<file path="src/rtl/imm_gen_stage.sv">
// Registered RV immediate generator for the s2_decode stage: decodes the format from the
// opcode, extends the immediate to XLEN and presents it through a 2-entry skid buffer.
module imm_gen_stage #(
    parameter int XLEN    = 32,
    parameter bit EN_ZIMM = 1'b1
) (
    input  logic            clk,
    input  logic            rst,
    input  logic            flush,
    input  logic            in_valid,
    output logic            in_ready,
    input  logic [31:0]     in_instr,
    output logic            out_valid,
    input  logic            out_ready,
    output logic [31:0]     out_instr,
    output logic [XLEN-1:0] out_imm,
    output logic [2:0]      out_fmt,
    output logic            out_illegal
);

    localparam logic [2:0] FMT_NONE = 3'd0;
    localparam logic [2:0] FMT_I    = 3'd1;
    localparam logic [2:0] FMT_S    = 3'd2;
    localparam logic [2:0] FMT_B    = 3'd3;
    localparam logic [2:0] FMT_J    = 3'd4;
    localparam logic [2:0] FMT_U    = 3'd5;
    localparam logic [2:0] FMT_Z    = 3'd6;

    typedef struct packed {
        logic [31:0]     instr;
        logic [XLEN-1:0] imm;
        logic [2:0]      fmt;
        logic            illegal;
    } entry_t;

    // The immediate is built 64 bits wide and truncated, so one set of rules serves both XLENs.
    function automatic entry_t decode(input logic [31:0] instr);
        entry_t     e;
        logic [63:0] imm_w;
        logic [2:0]  fmt;
        logic        ill;
        imm_w = 64'd0;
        fmt   = FMT_NONE;
        ill   = 1'b0;
        if (instr[1:0] != 2'b11) begin
            ill = 1'b1;
        end else begin
            case (instr[6:0])
                7'b0000011, 7'b0010011, 7'b1100111: fmt = FMT_I;
                7'b0011011: begin
                    if (XLEN == 64) begin
                        fmt = FMT_I;
                    end else begin
                        ill = 1'b1;
                    end
                end
                7'b0100011: fmt = FMT_S;
                7'b1100011: fmt = FMT_B;
                7'b1101111: fmt = FMT_J;
                7'b0110111, 7'b0010111: fmt = FMT_U;
                7'b1110011: begin
                    if (EN_ZIMM && instr[14]) begin
                        fmt = FMT_Z;
                    end else begin
                        fmt = FMT_I;
                    end
                end
                default: ill = 1'b1;
            endcase
        end
        case (fmt)
            FMT_I:   imm_w = {{52{instr[31]}}, instr[31:20]};
            FMT_S:   imm_w = {{52{instr[31]}}, instr[31:25], instr[11:7]};
            FMT_B:   imm_w = {{51{instr[31]}}, instr[31], instr[7], instr[30:25], instr[11:8], 1'b0};
            FMT_J:   imm_w = {{43{instr[31]}}, instr[31], instr[19:12], instr[20], instr[30:21], 1'b0};
            FMT_U:   imm_w = {{32{instr[31]}}, instr[31:12], 12'd0};
            FMT_Z:   imm_w = {59'd0, instr[19:15]};
            default: imm_w = 64'd0;
        endcase
        e.instr   = instr;
        e.imm     = imm_w[XLEN-1:0];
        e.fmt     = fmt;
        e.illegal = ill;
        return e;
    endfunction

    entry_t out_q, out_d;
    entry_t skid_q, skid_d;
    logic   out_valid_q, out_valid_d;
    logic   skid_valid_q, skid_valid_d;
    entry_t dec_s;
    logic   accept_s;

    // Next-state for the output and skid slots; skid always drains before a new accept.
    always_comb begin
        dec_s        = decode(in_instr);
        accept_s     = in_valid && !skid_valid_q;
        out_d        = out_q;
        skid_d       = skid_q;
        out_valid_d  = out_valid_q;
        skid_valid_d = skid_valid_q;
        if (flush) begin
            out_valid_d  = 1'b0;
            skid_valid_d = 1'b0;
        end else if (skid_valid_q) begin
            if (out_ready) begin
                out_d        = skid_q;
                skid_valid_d = 1'b0;
            end else begin
                skid_valid_d = 1'b1;
            end
        end else if (accept_s) begin
            if (!out_valid_q || out_ready) begin
                out_d       = dec_s;
                out_valid_d = 1'b1;
            end else begin
                skid_d       = dec_s;
                skid_valid_d = 1'b1;
            end
        end else if (out_ready) begin
            out_valid_d = 1'b0;
        end else begin
            out_valid_d = out_valid_q;
        end
    end

    // State registers; reset clears valids and payloads alike.
    always_ff @(posedge clk or posedge rst) begin
        if (rst) begin
            out_q        <= '0;
            skid_q       <= '0;
            out_valid_q  <= 1'b0;
            skid_valid_q <= 1'b0;
        end else begin
            out_q        <= out_d;
            skid_q       <= skid_d;
            out_valid_q  <= out_valid_d;
            skid_valid_q <= skid_valid_d;
        end
    end

    assign in_ready    = ~skid_valid_q;
    assign out_valid   = out_valid_q;
    assign out_instr   = out_q.instr;
    assign out_imm     = out_q.imm;
    assign out_fmt     = out_q.fmt;
    assign out_illegal = out_q.illegal;

endmodule

</file>
<file path="config.mk">
export PLATFORM = sky130hd
export DESIGN_NAME = imm_gen_stage
export DESIGN_NICKNAME = d
export VERILOG_FILES = /design/src/rtl/imm_gen_stage.sv
export SDC_FILE = /design/constraint.sdc
export NUM_CORES = 1
export LEC_CHECK = 0
export BUFFER_PORTS_ARGS = -buffer_cell sky130_fd_sc_hd__buf_2
export CAP_MARGIN = 0
export CORE_MARGIN = 1.5
export CORE_UTILIZATION = 45
export CTS_BUF_LIST = sky130_fd_sc_hd__clkbuf_8
export CTS_CLUSTER_DIAMETER = 200
export DETAILED_ROUTE_END_ITERATION = 8
export GPL_ROUTABILITY_DRIVEN = 1
export HOLD_SLACK_MARGIN = 0.06
export PLACE_DENSITY = 0.66
export SETUP_SLACK_MARGIN = 0.02
export SLEW_MARGIN = 40
export SYNTH_ARGS = -nofsm -noshare
export SYNTH_HDL_FRONTEND = slang
export SYNTH_SLANG_ARGS = --single-unit
</file>
<file path="constraint.sdc">
create_clock -name clk -period 7.4 [get_ports clk]
set_input_delay 1.11 -clock clk [delete_from_list [all_inputs] [get_ports clk]]
set_output_delay 1.11 -clock clk [all_outputs]
set_load 0.005 [all_outputs]
</file>
# After elaboration in Yosys (flattened, before gate mapping)
# Cells that the tools add are included.
[word_totals]
ff_bits = 138
inputBits = 37
[classes]
n_eq_ne = 19
reduce_logical = 13
n_mux = 20
bitwise = 3
[ops]
columns = ["op", "n"]
rows = [
  ["$mux W68", 4],
  ["$pmux W32 S6", 1],
  ["$eq A7 B7 Y1 const B", 4],
  ["$pmux W3 S6", 1],
  ["$eq A7 B5 Y1 const B", 2],
  ["$eq A7 B6 Y1 const B", 2],
  ["$mux W1", 12],
  ["$eq A3 B3 Y1 const B", 3],
  ["$reduce_or A9 Y1", 1],
  ["$reduce_and A4 Y1", 2],
  ["$eq A7 B2 Y1 const B", 1],
  ["$eq A3 B2 Y1 const B", 2],
  ["$mux W3", 2],
  ["$ne A2 B2 Y1 const B", 3],
  ["$reduce_bool A2 Y1", 2],
  ["$eq A3 B1 Y1 const B", 1],
  ["$ne A3 B2 Y1 const B", 1],
  ["$not A1 Y1", 3],
  ["$reduce_and A3 Y1", 1],
  ["$reduce_bool A3 Y1", 1],
  ["$reduce_or A3 Y1", 1],
  ["$logic_not A1 Y1", 2],
  ["$reduce_or A2 Y1", 1],
  ["$logic_and A1 B1 Y1", 1],
  ["$logic_or A1 B1 Y1", 1],
]

# Longest topological paths before layout
[logic_depth]
ltp_word = 9
mapped_depth = 7
ltp_nobuf = 5

# Worst setup path after synthesis
# OpenSTA, ideal clock, no wires.
[synth_path]
kind = "input -> register"
startpoint = "input port in_instr[4]"
endpoint = "register skid_q[25] (netlist name)"
cell_stages = 7
path_slack_ns = 4.880
t_required_ns = 7.259
arrival_time_ns = 2.379
setup_ns = 0.141
cell_sequence = "buf_4 -> and3b_1 -> o32ai_4 -> nor2_2 -> o21ai_2 -> buf_4 -> a31oi_1"
[synth_via]
elab_chain_len = 6
word_cells_on_any_way = 20
cone_classes = "15 x eq/ne; 3 x mux; 2 x reduce/logical"
[synth_rtl]
columns = ["element", "line", "rtl"]
rows = [
  ["start, declared", "12", "input logic [31:0] in_instr,"],
  ["$eq A7 B2 Y1, or another cell as far along", "48", "case (instr[6:0])"],
  ["$reduce_or A3 Y1 or $reduce_or A2 Y1 (tied branches)", "n/a", ""],
  ["$pmux W3 S6 *", "48", ""],
  ["$mux W3 *", "45", "if (instr[1:0] != 2'b11) begin"],
  ["$eq A3 B3 Y1, or another cell as far along", "71", "case (fmt)"],
  ["$pmux W32 S6 *", "71", ""],
  ["end signal, assigned", "136", "skid_q <= skid_d;"],
  ["end, declared", "88", "entry_t skid_q, skid_d;"],
]
# Mark *: on every way between the ends. The rest lies on a longest branch, timed or not.
# A chain may end at the register's enable or synchronous reset.

# Worst setup path after layout
[layout_path]
startpoint = "register skid_valid_q"
endpoint = "output port in_ready"
[layout_via]
elab_chain_len = 1
[layout_rtl]
columns = ["element", "line", "rtl"]
rows = [
  ["start, declared", "90", "logic skid_valid_q, skid_valid_d;"],
  ["start signal, assigned", "138", "skid_valid_q <= skid_valid_d;"],
  ["$not A1 Y1 (no line)", "n/a", ""],
  ["end, declared", "11", "output logic in_ready,"],
]
# No other way between the ends.

==> summary.txt <==
Status
  – Outcome: complete, no violations

Hold path
  – HP Start: out_instr[14]
  – Hold crit path type: register to register

Logic synthesis
  – Cell taking the most area after synthesis: dfrtp_1
  – Synthesized Nets: 711
  – Post-synthesis register bit count: 138
  – Synthesized instance count: 674
  – Syn. warnings: 0
  – Top post-synthesis cells by area: dfrtp_1, nand2_1, o21ai_0, mux2i_1, a31oi_1
  – Area share of the largest cell type after synthesis: 0.558
  – Post-synth EDFFs: 0
  – Netlist cell types: 48
  – Top_reg_cell synth: dfrtp_1
  – Mean post-synth cell area: 9.19 µm²
  – Most common library cells after synthesis: nand2_1, dfrtp_1, o21ai_0
  – Sequential area share after synthesis: 0.558
  – Ys async rst share: 1.00
  – Cell Area, Synth: 6190 µm²
  – Top-count cell post-synth: nand2_1

Clocking
  – CTS root buffer: clkbuf_8
  – TritonCTS clock tree: yes
  – # Post-CTS Setup Buffers: 0
  – CTS H-Tree Depth: 4
  – Clk buf depth: 2
  – Num CTS Buffers: 17
  – Clk sink count: 138
  – Clk slew on worst S/H paths: 0.08 ns
  – Hold-fix buffers at CTS: 0
  – Clock Latency Late Sink: 0.46 ns
  – CTS resizes: 0

Detailed routing
  – Post-DR wirelength/cell: 16.6 µm
  – ANT nets after route: 0
  – Residual DRC count: 0
  – DR iter-0 viols: 547
  – Drt pass-1 iters: 7
  – Routed WL: 15.7 mm
  – DR vias: 5199
  – Vias/cell: 5.48

STA
  – Slew margin rel.: 0.458
  – Worst-margin pin slew: 0.807 ns
  – Fmax: 284 MHz
  – RSZ-0062 raised after global routing: false
  – Fin. Hold Viols: 0
  – Accumulated negative setup slack: 0 ns
  – Fin crit share: 0.475
  – Final Critical Period: 3.52 ns
  – Final setup fails: 0
  – Min Hold Slack: 0.476 ns
  – Skew final: 0.0102 ns
  – Slew Limit Fails: 0

Die
  – Core Rows: 42
  – Die height: 120 µm
  – I/O pins: 107
  – Die Area: 14500 µm²
  – Starting density of the core: 0.464
  – Die Span X: 120 µm
  – Core area: 13300 µm²

Critical path
  – Worst R2R Start: skid_valid_q
  – Family with the most delay on the worst path: buffers and inverters
  – Startpoint Class: register
  – Worst Path Required: 6.29 ns
  – CP Cell Sequence: clkinv_1 > buf_2
  – Critical Path End Type: primary output
  – CP Buf/Inv Count: 2
  – Setup crit start: skid_valid_q
  – Critical path class: register to primary output
  – Slowest stage delay, CP: 0.82 ns
  – Critical-path maximum fanout: 29
  – Arr. time, crit path: 2.41 ns
  – Worst path slowest cell: clkinv_1

Power and ir drop
  – Leak Pwr: 3.42 nW
  – VDD IR-drop max: 0.159 mV
  – PD cells: 247 nW/µm²
  – Final Power: 1.78 mW

Global routing
  – GR Overflow Total: 0
  – Global-route wire length before repair: 25.6 mm
  – All-Layer GR Usage: 0.228
  – Initial antenna violation count: 0
  – Vias in the first global route: 4974
  – Largest net degree at the start of global routing: 75

Cells and area
  – Proportion of layout cells with a drive suffix above 1: 0.206
  – Fin nets: 795
  – Finished Core Util: 0.540
  – Number of fill cells in the layout: 1236
  – Area growth, synth to finish: 16.5%

Place
  – Hpwl dp: 10.2 mm
  – # port buffers: 106
  – GPL Wtd Cong: 0.871

Flow run
  – Max Cap Viol: 0
==> final cells by class <==
cell class                 count  area (µm²)  area share
inverter                       5        23.8     0.00330
sequential                   138        3450       0.479
antenna                        1        2.50    0.000347
clock inverter                11        80.1      0.0111
tap                          176         220      0.0305
timing repair buffer         113         599      0.0831
clock buffer                  21         289      0.0401
multi-input combinational    483        2540       0.353
==> layer usage <==
| layer | global-route usage | vias up | share of wire |
|---|---|---|---|
| met4 | 0.0860 | 0 | 0.023 |
| met5 | 0 | - | 0 |
| met1 | 0.303 | 2489 | 0.44 |
| li1 | - | 2488 | - |
| met2 | 0.361 | 189 | 0.48 |
| met3 | 0.0594 | 33 | 0.060 |
==> tightest hold or removal path, stage by stage (launching register included) <==
cell	delay [ns]
dfrtp_1	0.34
nand2_1	0.04
o21ai_0	0.06
==> where the power goes <==
group | internal [mW] | switching (mW)
logic | 0.114 | 0.154
registers | 0.873 | 0.0661
clock network | 0.294 | 0.281
==> state kept, by name, indices dropped and copies added, names as in the netlist <==
signal,count
out_illegal,1
out_valid,1
skid_q,68
out_instr,32
out_fmt,3
skid_valid_q,1
out_imm,32
==> final timing paths <==
path / end / slack [ns] / cells past startpoint
max: in_ready / 3.88 / 2
min: out_instr[14] / 0.48 / 2
max reg2reg: out_imm[4] / 4.60 / 6
min reg2reg: out_instr[14] / 0.48 / 2
max in group asynchronous: skid_valid_q / 5.60 / 3
min in group asynchronous: skid_q[36] / 0.77 / 2
==> metrics by stage <==
| step | setup WS, ns | std cells | instance area (µm²) |
|---|---|---|---|
| final | 3.88 | 948 | 7210 |
| after global routing | 3.76 | 947 | 7210 |
| after CTS | 4.18 | 947 | 7200 |
| after detailed placement | 4.23 | 915 | 6830 |
| after global placement | 4.13 | 914 | 6800 |
| after floorplan | 2.59 | 674 | 6190 |
==> cells by family after synthesis <==
| family | Yosys count | synth area share |
|---|---|---|
| AND/OR/NAND/NOR | 281 | 0.194 |
| AO/OA/AOI/OAI | 175 | 0.167 |
| flip-flops | 138 | 0.558 |
| buffers and inverters | 53 | 0.0366 |
| multiplexers | 27 | 0.0439 |
==> cell usage in the layout, fill, tap and decap left out, types with 2 or more instances in the layout <==
master,instances
nand2_1,186
dfrtp_1,137
buf_2,106
o21ai_0,90
nor2_1,32
mux2i_1,26
a21oi_1,25
a31oi_1,22
clkbuf_8,21
nand3_1,20
or3_1,11
inv_1,7
nor2b_1,7
o21ai_1,6
a221oi_1,6
buf_4,5
a22o_1,4
a22oi_1,4
clkinv_2,4
nand3b_1,3
and3_1,3
o22ai_1,3
nor2_2,3
and3b_1,2
and2_1,2
o21ai_2,2
nand2b_1,2
nor3_1,2
clkinvlp_4,2
Power figures use the tool's default switching activity.
